===== src/rtl/sobel_frame_ctrl.sv =====
// Frame sequencer for a Sobel edge pipeline: walks the pixel raster, drains
// the Sobel datapath, then holds the result on the display for a few vsyncs.
module sobel_frame_ctrl #(
    parameter int IMG_W       = 128,
    parameter int IMG_H       = 128,
    parameter int TIMEOUT     = 4096,
    parameter int SHOW_FRAMES = 1,
    localparam int XW         = $clog2(IMG_W),
    localparam int YW         = $clog2(IMG_H)
) (
    input  logic          sys_clk_i,
    input  logic          sys_rst_i,
    input  logic          start_i,
    input  logic          mode_i,
    input  logic          continuous_i,
    input  logic          src_valid_i,
    output logic          src_en_o,
    output logic [XW-1:0] pix_x_o,
    output logic [YW-1:0] pix_y_o,
    output logic          sof_o,
    output logic          eol_o,
    output logic          sobel_en_o,
    input  logic          sobel_done_i,
    input  logic          vsync_i,
    output logic          disp_sel_o,
    output logic          busy_o,
    output logic          frame_done_o,
    output logic          err_timeout_o,
    output logic [7:0]    frame_cnt_o
);

    localparam int TW = $clog2(TIMEOUT + 1);
    localparam int VW = $clog2(SHOW_FRAMES + 1);
    localparam logic [XW-1:0] X_MAX = XW'(IMG_W - 1);
    localparam logic [YW-1:0] Y_MAX = YW'(IMG_H - 1);
    localparam logic [TW-1:0] T_LAST = TW'(TIMEOUT - 1);
    localparam logic [VW-1:0] V_LAST = VW'(SHOW_FRAMES - 1);

    typedef enum logic [2:0] {
        IDLE,
        LOAD,
        FLUSH,
        SHOW,
        ERR
    } state_t;

    state_t        state;
    state_t        next_state;
    logic [XW-1:0] x_cnt;
    logic [YW-1:0] y_cnt;
    logic [TW-1:0] t_cnt;
    logic [VW-1:0] v_cnt;
    logic          mode_q;
    logic          next_mode;
    logic          vsync_q;
    logic          accept;
    logic          last_pix;
    logic          vsync_rise;
    logic          restart;
    logic          frame_end;
    logic          stall;

    // src_en_o is the registered image of "state is LOAD", so it can gate accepts directly
    assign accept     = src_en_o & src_valid_i;
    assign last_pix   = (x_cnt == X_MAX) && (y_cnt == Y_MAX);
    assign vsync_rise = vsync_i & ~vsync_q;

    assign pix_x_o = x_cnt;
    assign pix_y_o = y_cnt;
    assign sof_o   = accept && (x_cnt == '0) && (y_cnt == '0);
    assign eol_o   = accept && (x_cnt == X_MAX);

    always_comb begin
        next_state = state;
        restart    = 1'b0;
        frame_end  = 1'b0;
        stall      = 1'b0;
        case (state)
            IDLE: begin
                if (start_i) begin
                    next_state = LOAD;
                    restart    = 1'b1;
                end
            end
            LOAD: begin
                // a late sobel_done_i here belongs to no frame and is ignored
                if (accept) begin
                    if (last_pix) begin
                        next_state = mode_q ? FLUSH : SHOW;
                    end
                end else begin
                    stall = 1'b1;
                    if (t_cnt == T_LAST) begin
                        next_state = ERR;
                    end
                end
            end
            FLUSH: begin
                if (sobel_done_i) begin
                    next_state = SHOW;
                end else begin
                    stall = 1'b1;
                    if (t_cnt == T_LAST) begin
                        next_state = ERR;
                    end
                end
            end
            SHOW: begin
                if (vsync_rise && (v_cnt == V_LAST)) begin
                    frame_end = 1'b1;
                    if (continuous_i) begin
                        next_state = LOAD;
                        restart    = 1'b1;
                    end else begin
                        next_state = IDLE;
                    end
                end
            end
            ERR: begin
                if (start_i) begin
                    next_state = LOAD;
                    restart    = 1'b1;
                end
            end
            default: next_state = IDLE;
        endcase
        next_mode = restart ? mode_i : mode_q;
    end

    always_ff @(posedge sys_clk_i) begin
        if (sys_rst_i) begin
            state   <= IDLE;
            mode_q  <= 1'b0;
            vsync_q <= 1'b0;
        end else begin
            state   <= next_state;
            mode_q  <= next_mode;
            vsync_q <= vsync_i;
        end
    end

    // Raster counters: y advances when x wraps, and wraps itself after the last line
    always_ff @(posedge sys_clk_i) begin
        if (sys_rst_i || restart) begin
            x_cnt <= '0;
            y_cnt <= '0;
        end else if (accept) begin
            if (x_cnt == X_MAX) begin
                x_cnt <= '0;
                y_cnt <= (y_cnt == Y_MAX) ? '0 : y_cnt + YW'(1);
            end else begin
                x_cnt <= x_cnt + XW'(1);
            end
        end
    end

    always_ff @(posedge sys_clk_i) begin
        if (sys_rst_i) begin
            t_cnt <= '0;
            v_cnt <= '0;
        end else begin
            if ((next_state != state) || accept) begin
                t_cnt <= '0;
            end else if (stall) begin
                t_cnt <= t_cnt + TW'(1);
            end
            if (next_state != state) begin
                v_cnt <= '0;
            end else if ((state == SHOW) && vsync_rise) begin
                v_cnt <= v_cnt + VW'(1);
            end
        end
    end

    // Outputs are decoded from the next state so they line up with the state register
    always_ff @(posedge sys_clk_i) begin
        if (sys_rst_i) begin
            src_en_o      <= 1'b0;
            sobel_en_o    <= 1'b0;
            disp_sel_o    <= 1'b0;
            busy_o        <= 1'b0;
            frame_done_o  <= 1'b0;
            err_timeout_o <= 1'b0;
            frame_cnt_o   <= 8'd0;
        end else begin
            src_en_o     <= (next_state == LOAD);
            sobel_en_o   <= ((next_state == LOAD) || (next_state == FLUSH)) && next_mode;
            busy_o       <= (next_state != IDLE);
            frame_done_o <= frame_end;
            if (next_state == SHOW) begin
                disp_sel_o <= next_mode;
            end
            if (restart) begin
                err_timeout_o <= 1'b0;
            end else if (next_state == ERR) begin
                err_timeout_o <= 1'b1;
            end
            if (frame_end) begin
                frame_cnt_o <= frame_cnt_o + 8'd1;
            end
        end
    end

endmodule


===== config.mk =====
export PLATFORM = sky130hd
export DESIGN_NAME = sobel_frame_ctrl
export DESIGN_NICKNAME = d
export VERILOG_FILES = /design/src/rtl/sobel_frame_ctrl.sv
export SDC_FILE = /design/constraint.sdc
export NUM_CORES = 1
export LEC_CHECK = 0
export BUFFER_PORTS_ARGS = -buffer_cell sky130_fd_sc_hd__buf_2
export CAP_MARGIN = 40
export CORE_MARGIN = 5
export CORE_UTILIZATION = 49
export CTS_CLUSTER_DIAMETER = 200
export DETAILED_ROUTE_END_ITERATION = 8
export GPL_ROUTABILITY_DRIVEN = 1
export PLACE_DENSITY = 0.71
export SLEW_MARGIN = 20
export SYNTH_ARGS = -nofsm -noshare
export SYNTH_HDL_FRONTEND = slang
export SYNTH_SLANG_ARGS = --single-unit

===== constraint.sdc =====
create_clock -name sys_clk_i -period 2.5 [get_ports sys_clk_i]
set_input_delay 0.125 -clock sys_clk_i [delete_from_list [all_inputs] [get_ports sys_clk_i]]
set_output_delay 0.125 -clock sys_clk_i [all_outputs]
set_load 0.02 [all_outputs]

==> run metrics <==
vias in the first global route around 1800; CP Launch Point state[1]; Post-synth EDFFs 0; ys flop type dfxtp_1; Yosys cell types 59; fmax approximately 480 MHz; Peak supply drop 0.0003856 V; wire length of the first global-routing pass 8.128 mm; H-tree depth 2; final setup skew 0.003321 ns; largest net degree at the start of global routing 21; Slew headroom 0.4965; Core Rows 25; Final Hold Viols 0; post-synthesis sequential area ratio 0.3919; post-synth top area share 0.3919; kind of critical path reg -> reg; Root Buffer clkbuf_8; DRT Wirelength 4.804 mm; CP Capture Type flip-flop; clock net sink count 47; most common cell in the netlist dfxtp_1; leading post-synthesis cells by cell area dfxtp_1 (39%), xor2_1 (8.0%), nor2_1 (6.3%); Clock Latency Late Sink just under 0.3 ns; initial antenna violation count 0; area leader, netlist dfxtp_1; asr flop ratio synth 0; Reg2Reg Setup Slack roughly 0.40 ns; CP Max Fanout 13; Post-CTS Setup Inserts 0; die height 80 microns; Port-buffer cells 37; post-detailed-route wirelength per cell ~13 microns; clk buf depth 2; # fillers around 470; dpl cells 374; fin crit share 0.8389; Setup crit start kind flip-flop; hold_buf cts 0; crit path DAT 2.32 ns; Core Area about 0.0048 sq mm; Crit path required time approximately 2.7 ns; RSZ-0062 raised after global routing no; number of synthesized register bits 47; status finished, final reports clean; MaxCap Viol Count 0; Post-Syn Area 0.002401 sq mm; total power between 1000 and 1500 uW; Cell Pwr Density 521.9 mW/mm^2; Reg2Reg Depth 5; Post-Syn Nets between 200 and 300; post-DR vias/cell between 5 and 6; syn avg cell area roughly 8.7 sq um; DP Area 0.002625 sq mm; Non-Filler Instances between 300 and 400; Hold Slack around 0.08 ns; Worst Tran Pin Value roughly 0.75 ns; Final Cell Area around 0.0027 sq mm; Area Growth Syn to Fin 14.23%; Hold Crit Depth 2; die width 80 microns; DR vias between 2000 and 2500; hold_sp vsync_i; Detail Route Antenna Nets 0; total global routing overflow 0; ANT cells 0; HPWL after detailed placement about 3.4 mm; Mapped Cells approximately 280; DRT Pass-1 Iters 4; Leak roughly 0.0012 uW; initial drt markers 77; Boundary Pins 38; Total Routing Usage GR 0.1588; TritonCTS buffer count 5; CTS tree built; min Tclk post-route 2.097 ns; r2r startpoint state[1]; Ys Warns 0; starting density of the core 0.5050; Hold Crit Class in -> reg; Die ar. between 0.006 and 0.007 sq mm; Finish-stage setup viols 0; post_cts resized 0; final max-slew violation count 0; share of cells above drive strength 1 0.2127; nets between 300 and 400; # DRC 0; Fin Setup TNS 0 ns; gpl congestion 0.7790; clock transition at the registers of the reported paths about 0.080 ns; Synth top cells by count dfxtp_1 (47), nor2_1 (40), nand2_1 (30)
through the flow:
step           utilization  setup slack (ns)
2_1_floorplan            -            0.4479
5_1_grt             0.5768           0.09660
4_1_cts             0.5768            0.3843
3_3_place_gp        0.5521            0.4274
3_5_place_dp        0.5521            0.4104
6_report            0.5768            0.4028
where the power goes:
part | switching [uW] | total (uW) | internal, uW
sequential | 7.59 | 764 | 756
clock | 244 | 568 | 324
combinational | 66.2 | 99.7 | 33.5
path summary, 6_finish.rpt:
| check | end |
|---|---|
| worst max-delay path | t_cnt[1] |
| worst max register to register | t_cnt[1] |
| worst min-delay path | vsync_q |
| worst min register to register | err_timeout_o |
worst max-delay path, cell delays in order, from the launching register on:
cell	delay [ns]
dfxtp_1	0.55
inv_1	0.11
a31oi_1	0.25
o32ai_1	0.17
a211oi_2	0.69
nor3b_1	0.24
layout by cell type (no fill, tap or decap), types with 4 or more instances in the layout:
| cell | n |
|---|---|
| a21oi_1 | 10 |
| and3_1 | 4 |
| buf_2 | 37 |
| buf_4 | 4 |
| clkbuf_8 | 6 |
| dfxtp_1 | 47 |
| ha_1 | 6 |
| inv_1 | 8 |
| nand2_1 | 30 |
| nand2b_1 | 6 |
| nand3_1 | 8 |
| nand4_1 | 10 |
| nor2_1 | 40 |
| nor3_1 | 10 |
| nor4_1 | 8 |
| o21ai_0 | 4 |
| xnor2_1 | 6 |
| xor2_1 | 22 |
cells by family (layout without fill, tap and decap cells):
kind of cell / Yosys count / after routing / share of synthesized area
multiplexers: 4 / 4 / 0.01876
adder cells (fa/ha/maj): 6 / 6 / 0.03127
AND/OR/NAND/NOR: 143 / 143 / 0.3205
buffers and inverters: 19 / 57 / 0.04377
AO/OA/AOI/OAI: 30 / 30 / 0.09172
XOR/XNOR: 28 / 28 / 0.1021
flip-flops: 47 / 47 / 0.3919
layout make-up:
class	count	area (sq um)	share of cell area
inverter	8	30.03	0.01095
timing repair buffer	41	215.2	0.07847
clock inverter	2	35.03	0.01277
sequential	47	940.9	0.3431
multi-input combinational	211	1355	0.4941
clock buffer	6	82.58	0.03011
tap	67	83.83	0.03057
state kept, by name, summed over array words and instances (netlist names):
register	count
mode_q	1
v_cnt	1
err_timeout_o	1
t_cnt	13
frame_done_o	1
pix_x_o	7
vsync_q	1
state	3
sobel_en_o	1
disp_sel_o	1
pix_y_o	7
frame_cnt_o	8
busy_o	1
src_en_o	1
routing by layer:
layer  wire length (microns)  up-vias  GRT usage
met4                      42        0    0.05574
met1                    2326      926     0.2084
li1                        -     1041          -
met5                       0        -          0
met2                    2150       40     0.2533
met3                     284        4    0.03837
Power figures use the tool's default switching activity.
